--- config.mk ---
export PLATFORM = sky130hd
export DESIGN_NAME = alu_seq_unit
export DESIGN_NICKNAME = d
export VERILOG_FILES = /design/src/rtl/alu_seq_unit.sv
export SDC_FILE = /design/constraint.sdc
export NUM_CORES = 1
export LEC_CHECK = 0
export BUFFER_PORTS_ARGS = -buffer_cell sky130_fd_sc_hd__buf_2
export CORE_UTILIZATION = 46
export DETAILED_ROUTE_END_ITERATION = 7
export GPL_TIMING_DRIVEN = 0
export PLACE_DENSITY = 0.68
export SLEW_MARGIN = 20
export SYNTH_ARGS = -nofsm -noshare
export SYNTH_HDL_FRONTEND = slang
export SYNTH_SLANG_ARGS = --single-unit
--- constraint.sdc ---
create_clock -name clk -period 4.45 [get_ports clk]
set_input_delay 0.6675 -clock clk [delete_from_list [all_inputs] [get_ports clk]]
set_output_delay 0.6675 -clock clk [all_outputs]
set_load 0.05 [all_outputs]
--- src/rtl/alu_seq_unit.sv ---
// alu_seq_unit: registered, handshaked ALU for the MIPS datapath.
// Single-cycle ops (logic, add/sub, shifts, rotates, compares) complete one
// cycle after accept. MUL (unsigned shift-add) and DIVU (restoring) iterate
// one bit per cycle for ALU_SIZE cycles before the result is presented.
//
// Ports:
//   clk, rst                    clock, synchronous active-high reset
//   alu_in_valid/alu_in_ready   operand handshake (accept = valid & ready)
//   alu_in_a, alu_in_b, alu_sel operands and opcode (B low bits = shamt)
//   alu_out_valid/alu_out_ready result handshake
//   alu_out, alu_out_hi         result, MUL high half / DIVU remainder
//   carry_out, zero_out, neg_out, ovf_out, div_zero_out   flags
//
// state | meaning
// ------+-----------------------------------------------------------
// IDLE  | no result held, ready for a new transaction
// EXEC  | MUL/DIVU iterating, down-counter r_cnt to terminal count 0
// DONE  | result valid and held until alu_out_ready
module alu_seq_unit #(
  parameter  int ALU_SIZE = 8,
  localparam int SHAMT_W  = $clog2(ALU_SIZE)
) (
  input  logic                clk,
  input  logic                rst,
  input  logic                alu_in_valid,
  output logic                alu_in_ready,
  input  logic [ALU_SIZE-1:0] alu_in_a,
  input  logic [ALU_SIZE-1:0] alu_in_b,
  input  logic [3:0]          alu_sel,
  output logic                alu_out_valid,
  input  logic                alu_out_ready,
  output logic [ALU_SIZE-1:0] alu_out,
  output logic [ALU_SIZE-1:0] alu_out_hi,
  output logic                carry_out,
  output logic                zero_out,
  output logic                neg_out,
  output logic                ovf_out,
  output logic                div_zero_out
);

  localparam int MSB = ALU_SIZE - 1;

  localparam logic [3:0] OP_ADD  = 4'd0,  OP_SUB  = 4'd1,  OP_MUL  = 4'd2,  OP_DIVU = 4'd3;
  localparam logic [3:0] OP_SLL  = 4'd4,  OP_SRL  = 4'd5,  OP_ROL  = 4'd6,  OP_ROR  = 4'd7;
  localparam logic [3:0] OP_AND  = 4'd8,  OP_OR   = 4'd9,  OP_XOR  = 4'd10, OP_NOR  = 4'd11;
  localparam logic [3:0] OP_NAND = 4'd12, OP_XNOR = 4'd13, OP_SLT  = 4'd14, OP_SEQ  = 4'd15;

  typedef enum logic [1:0] {S_IDLE, S_EXEC, S_DONE} state_t;

  state_t              r_state, w_state_nxt;
  logic [SHAMT_W-1:0]  r_cnt;
  logic [ALU_SIZE-1:0] r_hi, r_lo, r_opd;
  logic                r_is_div;
  logic [ALU_SIZE-1:0] r_out, r_out_hi;
  logic                r_carry, r_zero, r_neg, r_ovf, r_dz;

  logic                w_in_ready, w_out_valid, w_accept, w_is_iter;

  // ---------------- FSM: state register ----------------
  always_ff @(posedge clk) begin
    if (rst) r_state <= S_IDLE;
    else     r_state <= w_state_nxt;
  end

  // ---------------- FSM: next state ----------------
  always_comb begin
    w_state_nxt = r_state;
    case (r_state)
      S_IDLE: if (w_accept) w_state_nxt = w_is_iter ? S_EXEC : S_DONE;
      S_EXEC: if (r_cnt == '0) w_state_nxt = S_DONE;
      S_DONE: begin
        if (alu_out_ready) begin
          if (w_accept) w_state_nxt = w_is_iter ? S_EXEC : S_DONE;
          else          w_state_nxt = S_IDLE;
        end
      end
      default: w_state_nxt = S_IDLE;
    endcase
  end

  // ---------------- FSM: outputs ----------------
  always_comb begin
    w_in_ready  = (r_state == S_IDLE) | ((r_state == S_DONE) & alu_out_ready);
    w_out_valid = (r_state == S_DONE);
  end

  assign w_accept  = alu_in_valid & w_in_ready;
  assign w_is_iter = (alu_sel == OP_MUL) | (alu_sel == OP_DIVU);

  // ---------------- single-cycle datapath ----------------
  logic [SHAMT_W-1:0]  w_shamt, w_shamt_neg;
  logic [ALU_SIZE:0]   w_add, w_sub, w_sll_ext, w_srl_ext;
  logic [ALU_SIZE-1:0] w_res;
  logic                w_carry, w_ovf;

  assign w_shamt     = alu_in_b[SHAMT_W-1:0];
  // (ALU_SIZE - shamt) mod ALU_SIZE; shamt 0 makes both rotate halves equal to A.
  assign w_shamt_neg = -w_shamt;
  assign w_add       = {1'b0, alu_in_a} + {1'b0, alu_in_b};
  assign w_sub       = {1'b0, alu_in_a} - {1'b0, alu_in_b};
  // One guard bit on the exit side catches the last bit shifted out.
  assign w_sll_ext   = {1'b0, alu_in_a} << w_shamt;
  assign w_srl_ext   = {alu_in_a, 1'b0} >> w_shamt;

  always_comb begin
    w_res   = '0;
    w_carry = 1'b0;
    w_ovf   = 1'b0;
    case (alu_sel)
      OP_ADD: begin
        w_res   = w_add[MSB:0];
        w_carry = w_add[ALU_SIZE];
        w_ovf   = (alu_in_a[MSB] == alu_in_b[MSB]) & (w_add[MSB] != alu_in_a[MSB]);
      end
      OP_SUB: begin
        w_res   = w_sub[MSB:0];
        w_carry = w_sub[ALU_SIZE];
        w_ovf   = (alu_in_a[MSB] != alu_in_b[MSB]) & (w_sub[MSB] != alu_in_a[MSB]);
      end
      OP_MUL, OP_DIVU: w_res = '0;
      OP_SLL: begin
        w_res   = w_sll_ext[MSB:0];
        w_carry = w_sll_ext[ALU_SIZE];
      end
      OP_SRL: begin
        w_res   = w_srl_ext[ALU_SIZE:1];
        w_carry = w_srl_ext[0];
      end
      OP_ROL:  w_res = (alu_in_a << w_shamt) | (alu_in_a >> w_shamt_neg);
      OP_ROR:  w_res = (alu_in_a >> w_shamt) | (alu_in_a << w_shamt_neg);
      OP_AND:  w_res = alu_in_a & alu_in_b;
      OP_OR:   w_res = alu_in_a | alu_in_b;
      OP_XOR:  w_res = alu_in_a ^ alu_in_b;
      OP_NOR:  w_res = ~(alu_in_a | alu_in_b);
      OP_NAND: w_res = ~(alu_in_a & alu_in_b);
      OP_XNOR: w_res = ~(alu_in_a ^ alu_in_b);
      OP_SLT:  w_res = {{(ALU_SIZE-1){1'b0}}, ($signed(alu_in_a) < $signed(alu_in_b))};
      OP_SEQ:  w_res = {{(ALU_SIZE-1){1'b0}}, (alu_in_a == alu_in_b)};
    endcase
  end

  // ---------------- iterative datapath ----------------
  // MUL: {r_hi, r_lo} starts as {0, B}, adds A into r_hi when r_lo[0] is set,
  // then shifts right. DIVU: r_lo starts as A (becomes quotient), r_hi is the
  // partial remainder. With B == 0 every trial subtract succeeds, so the
  // quotient saturates to all ones and the remainder ends up equal to A.
  logic [ALU_SIZE:0]   w_mul_sum, w_div_sh;
  logic [ALU_SIZE-1:0] w_div_diff, w_it_hi, w_it_lo;
  logic                w_div_ge;

  assign w_mul_sum  = {1'b0, r_hi} + (r_lo[0] ? {1'b0, r_opd} : '0);
  assign w_div_sh   = {r_hi, r_lo[MSB]};
  assign w_div_ge   = w_div_sh >= {1'b0, r_opd};
  assign w_div_diff = w_div_sh[MSB:0] - r_opd;

  always_comb begin
    if (r_is_div) begin
      w_it_hi = w_div_ge ? w_div_diff : w_div_sh[MSB:0];
      w_it_lo = {r_lo[MSB-1:0], w_div_ge};
    end else begin
      w_it_hi = w_mul_sum[ALU_SIZE:1];
      w_it_lo = {w_mul_sum[0], r_lo[MSB:1]};
    end
  end

  always_ff @(posedge clk) begin
    if (rst) begin
      r_cnt    <= '0;
      r_hi     <= '0;
      r_lo     <= '0;
      r_opd    <= '0;
      r_is_div <= 1'b0;
      r_out    <= '0;
      r_out_hi <= '0;
      r_carry  <= 1'b0;
      r_zero   <= 1'b0;
      r_neg    <= 1'b0;
      r_ovf    <= 1'b0;
      r_dz     <= 1'b0;
    end else if (w_accept) begin
      if (w_is_iter) begin
        r_hi     <= '0;
        r_lo     <= (alu_sel == OP_MUL) ? alu_in_b : alu_in_a;
        r_opd    <= (alu_sel == OP_MUL) ? alu_in_a : alu_in_b;
        r_is_div <= (alu_sel == OP_DIVU);
        r_cnt    <= SHAMT_W'(ALU_SIZE - 1);
      end else begin
        r_out    <= w_res;
        r_out_hi <= '0;
        r_carry  <= w_carry;
        r_zero   <= (w_res == '0);
        r_neg    <= w_res[MSB];
        r_ovf    <= w_ovf;
        r_dz     <= 1'b0;
      end
    end else if (r_state == S_EXEC) begin
      r_hi <= w_it_hi;
      r_lo <= w_it_lo;
      if (r_cnt == '0) begin
        r_out    <= w_it_lo;
        r_out_hi <= w_it_hi;
        r_carry  <= 1'b0;
        r_zero   <= (w_it_lo == '0);
        r_neg    <= w_it_lo[MSB];
        r_ovf    <= 1'b0;
        r_dz     <= r_is_div & (r_opd == '0);
      end else begin
        r_cnt <= r_cnt - 1'b1;
      end
    end
  end

  assign alu_in_ready  = w_in_ready;
  assign alu_out_valid = w_out_valid;
  assign alu_out       = r_out;
  assign alu_out_hi    = r_out_hi;
  assign carry_out     = r_carry;
  assign zero_out      = r_zero;
  assign neg_out       = r_neg;
  assign ovf_out       = r_ovf;
  assign div_zero_out  = r_dz;

endmodule

==> impl_metrics.ini <==
[global_routing]
grt_overflow = 0
antenna_found_initial = 0
grt_pass1_vias = 5647
grt_pass1_wl_um = 31900
grt_max_degree = 19
grtUsageTotal_pct = 30.8

[synth]
synth_seq_cells = 50
synth_area_um2 = 6020
ys_types = 87
yosysTopAreaCell = dfxtp_1
syn_inst = 795
ys_top_cells_by_count = nand2_1, nor2_1, a21oi_1
postSynthNetCount = 867
synth_top_area_share_pct = 16.6
synth_flop_cell = dfxtp_1
synth_edf_count = 0
ys_warn_count = 0
yosysMostFrequentCell = nand2_1
async_flop_share_pct = 0
yosysSeqAreaShare_pct = 16.6
avgSynthCellArea_um2 = 7.57
synthTopCellsByArea = dfxtp_1, ha_1, nand2_1, nor2_1, a21oi_1

[floorplan]
dieArea_um2 = 13600
core_um2 = 12700
rows = 41
boundaryPins = 47
start_util_pct = 47.5
die_w_um = 116
die_y_um = 116

[power]
vdd_drop_max_uv = 144
total_leakage_power_nw = 2.71
p_per_area_nw_per_um2 = 220

[layout]
stdcell_count = 1018
diodes = 0
layout.nets = 917
layout-drive-gt1-share_pct = 14.2
syn2layout_area_growth_pct = 9.95
finish.utilization_pct = 52.2

[placement]
dp_hpwl_um = 16100
placed_cells = 1011
place_congestion = 0.977
io_buffers = 44

[critical_path]
endpoint_kind = flip-flop
cp-start-kind = input pin
rr_worst_depth = 12
r2r-start = r_lo[0]$_SDFFE_PP0P_
rrSetupSlack_ns = 1.23
critPathMaxFanout = 10
worst_r2r_endpoint = r_hi[7]$_SDFFE_PP0P_
critPathArrivalTime_ns = 4.48
worstSetupPathType = input pin to flip-flop
cp.required_ns = 4.67

[run]
maxCapViolations = 0

[sta]
skew_ns = 0.0119
final_max_slew_viol_count = 0
rsz0062_at_grt = false
fin_crit_sh_pct = 95.7
fin_tns_setup_ns = 0
min_period_ns = 4.26
worst_pin_slew_ns = 0.777
finalSetupViolCount = 0
whs_ns = 0.449
max_freq_mhz = 235
hold_viol = 0
relSlewSlack_pct = 47.5

[status]
status = finished, final reports clean

[clock_tree]
tritoncts = built
clock-sinks = 50
post-cts-setup-buffers = 0
cts_buffer_depth = 2
postCtsHoldBufs = 0
clk_pin_slew_ns = 0.07
clock_latency_ns = 0.30
cts_max_level = 2
cts_root_buf = clkbuf_16
cts_buffers = 5

[detailed_routing]
routed_wl_um = 20600
postRouteAntennaNets = 0
routed_via_density = 6.26
num_vias = 6369
drtPass1Iterations = 5
drt-wirelength-per-cell_um = 20.2
drcViolationCount = 0
drtIter0Drc = 803

[worst_hold_path]
hp-start = ovf_out$_SDFFE_PP0P_
hold_path_class = flip-flop to flip-flop
min_delay_path_depth = 2
hold_path_end = ovf_out$_SDFFE_PP0P_
[placed cells by master, fill, tap and decap left out, types with 8 or more instances in the layout]
cell type  netlist  layout
xnor2_1         13      12
o21ai_0         28      28
dfxtp_1         50      50
nand3_1         11      11
a211oi_1        22      22
nand2_1         87      87
o22ai_1          9       9
nor2b_1         17      17
mux2i_1         22      22
nor3_1          16      16
a311oi_1        16      16
a21oi_1         61      61
a21o_1           8       8
ha_1            44      44
buf_2           11      55
mux2_2          12      12
nand2b_1         8       8
nor2_1          82      82
inv_1           41      41
clkbuf_1        37      36
nor3b_1          9       9
and2_1          16      16
[worst max-delay path by stage]
stage,slack (ns),cells after the start,start,to
finish,0.19,17,alu_in_b[0],zero_out$_SDFFE_PP0P_
global route,0.08,17,alu_in_b[0],zero_out$_SDFFE_PP0P_
CTS,0.12,17,alu_in_b[0],zero_out$_SDFFE_PP0P_
detailed placement,-0.16,17,alu_in_b[0],zero_out$_SDFFE_PP0P_
global placement,-0.13,17,alu_in_b[0],zero_out$_SDFFE_PP0P_
floorplan,0.75,17,alu_in_b[0],zero_out$_SDFFE_PP0P_
[cell type report]
type                    instances  area [um2]
fillers                      1288        6050
multi-input cells             636        4490
inverters                      44         165
clock inverters                 3        28.8
repair buffers                 44         220
clock buffers                   5         125
plain buffers                  64         370
flip-flops and latches         50        1000
well taps                     172         215
[kinds of logic after synthesis]
kind of cell / Yosys count / synth area share [%]
buf+inv: 109 / 8.96
compound gates: 232 / 27.0
simple gates: 289 / 23.7
mux: 46 / 10.1
flops: 50 / 16.6
fa+ha+maj: 48 / 10.5
xor+xnor: 21 / 3.18
[critical path, stage by stage]
cell      delay [ns]
buf_2           0.12
buf_6           0.14
buf_8           0.14
buf_6           0.15
buf_2           0.19
inv_1           0.27
ha_1            0.20
clkbuf_1        0.36
xor2_2          0.21
buf_2           0.25
mux2i_1         0.23
a21oi_1         0.14
nor4_2          0.53
a31oi_1         0.15
and2_1          0.21
o311a_1         0.36
nor3_2          0.14
[per-stage QoR]
stage	area, um2	setup WS [ns]	power, mW
after global placement	6460	-0.127	1.05
after CTS	6610	0.123	1.44
after floorplan	6020	0.750	0.895
after detailed placement	6460	-0.163	1.05
after global routing	6620	0.0838	1.52
final	6620	0.191	1.46
[repair_timing]
action                                 4_1_cts  5_1_grt
setup endpoints to repair                    0        1
endpoints found under the hold margin        0        0
resized for setup                            0        2
[layer usage]
layer	vias up	routed length (um)	GRT usage, %
li1	3000	-	-
met1	2983	9300	45.2
met2	338	8630	45.0
met3	48	2110	5.24
met4	0	553	9.74
met5	-	0	2.22
[flip-flops by register name, summed over array words and instances (netlist names)]
signal,flops
alu_out,8
alu_out_hi,8
r_hi,8
r_lo,8
r_opd,8
r_cnt,3
r_state,2
carry_out,1
div_zero_out,1
ovf_out,1
r_is_div,1
zero_out,1
[power breakdown]
group | internal, mW | total (mW) | switching (mW)
logic | 0.215 | 0.589 | 0.374
registers | 0.460 | 0.471 | 0.0108
clock network | 0.215 | 0.399 | 0.184
total | 0.890 | 1.46 | 0.569
Note: power is estimated with default switching activity, not from simulation.
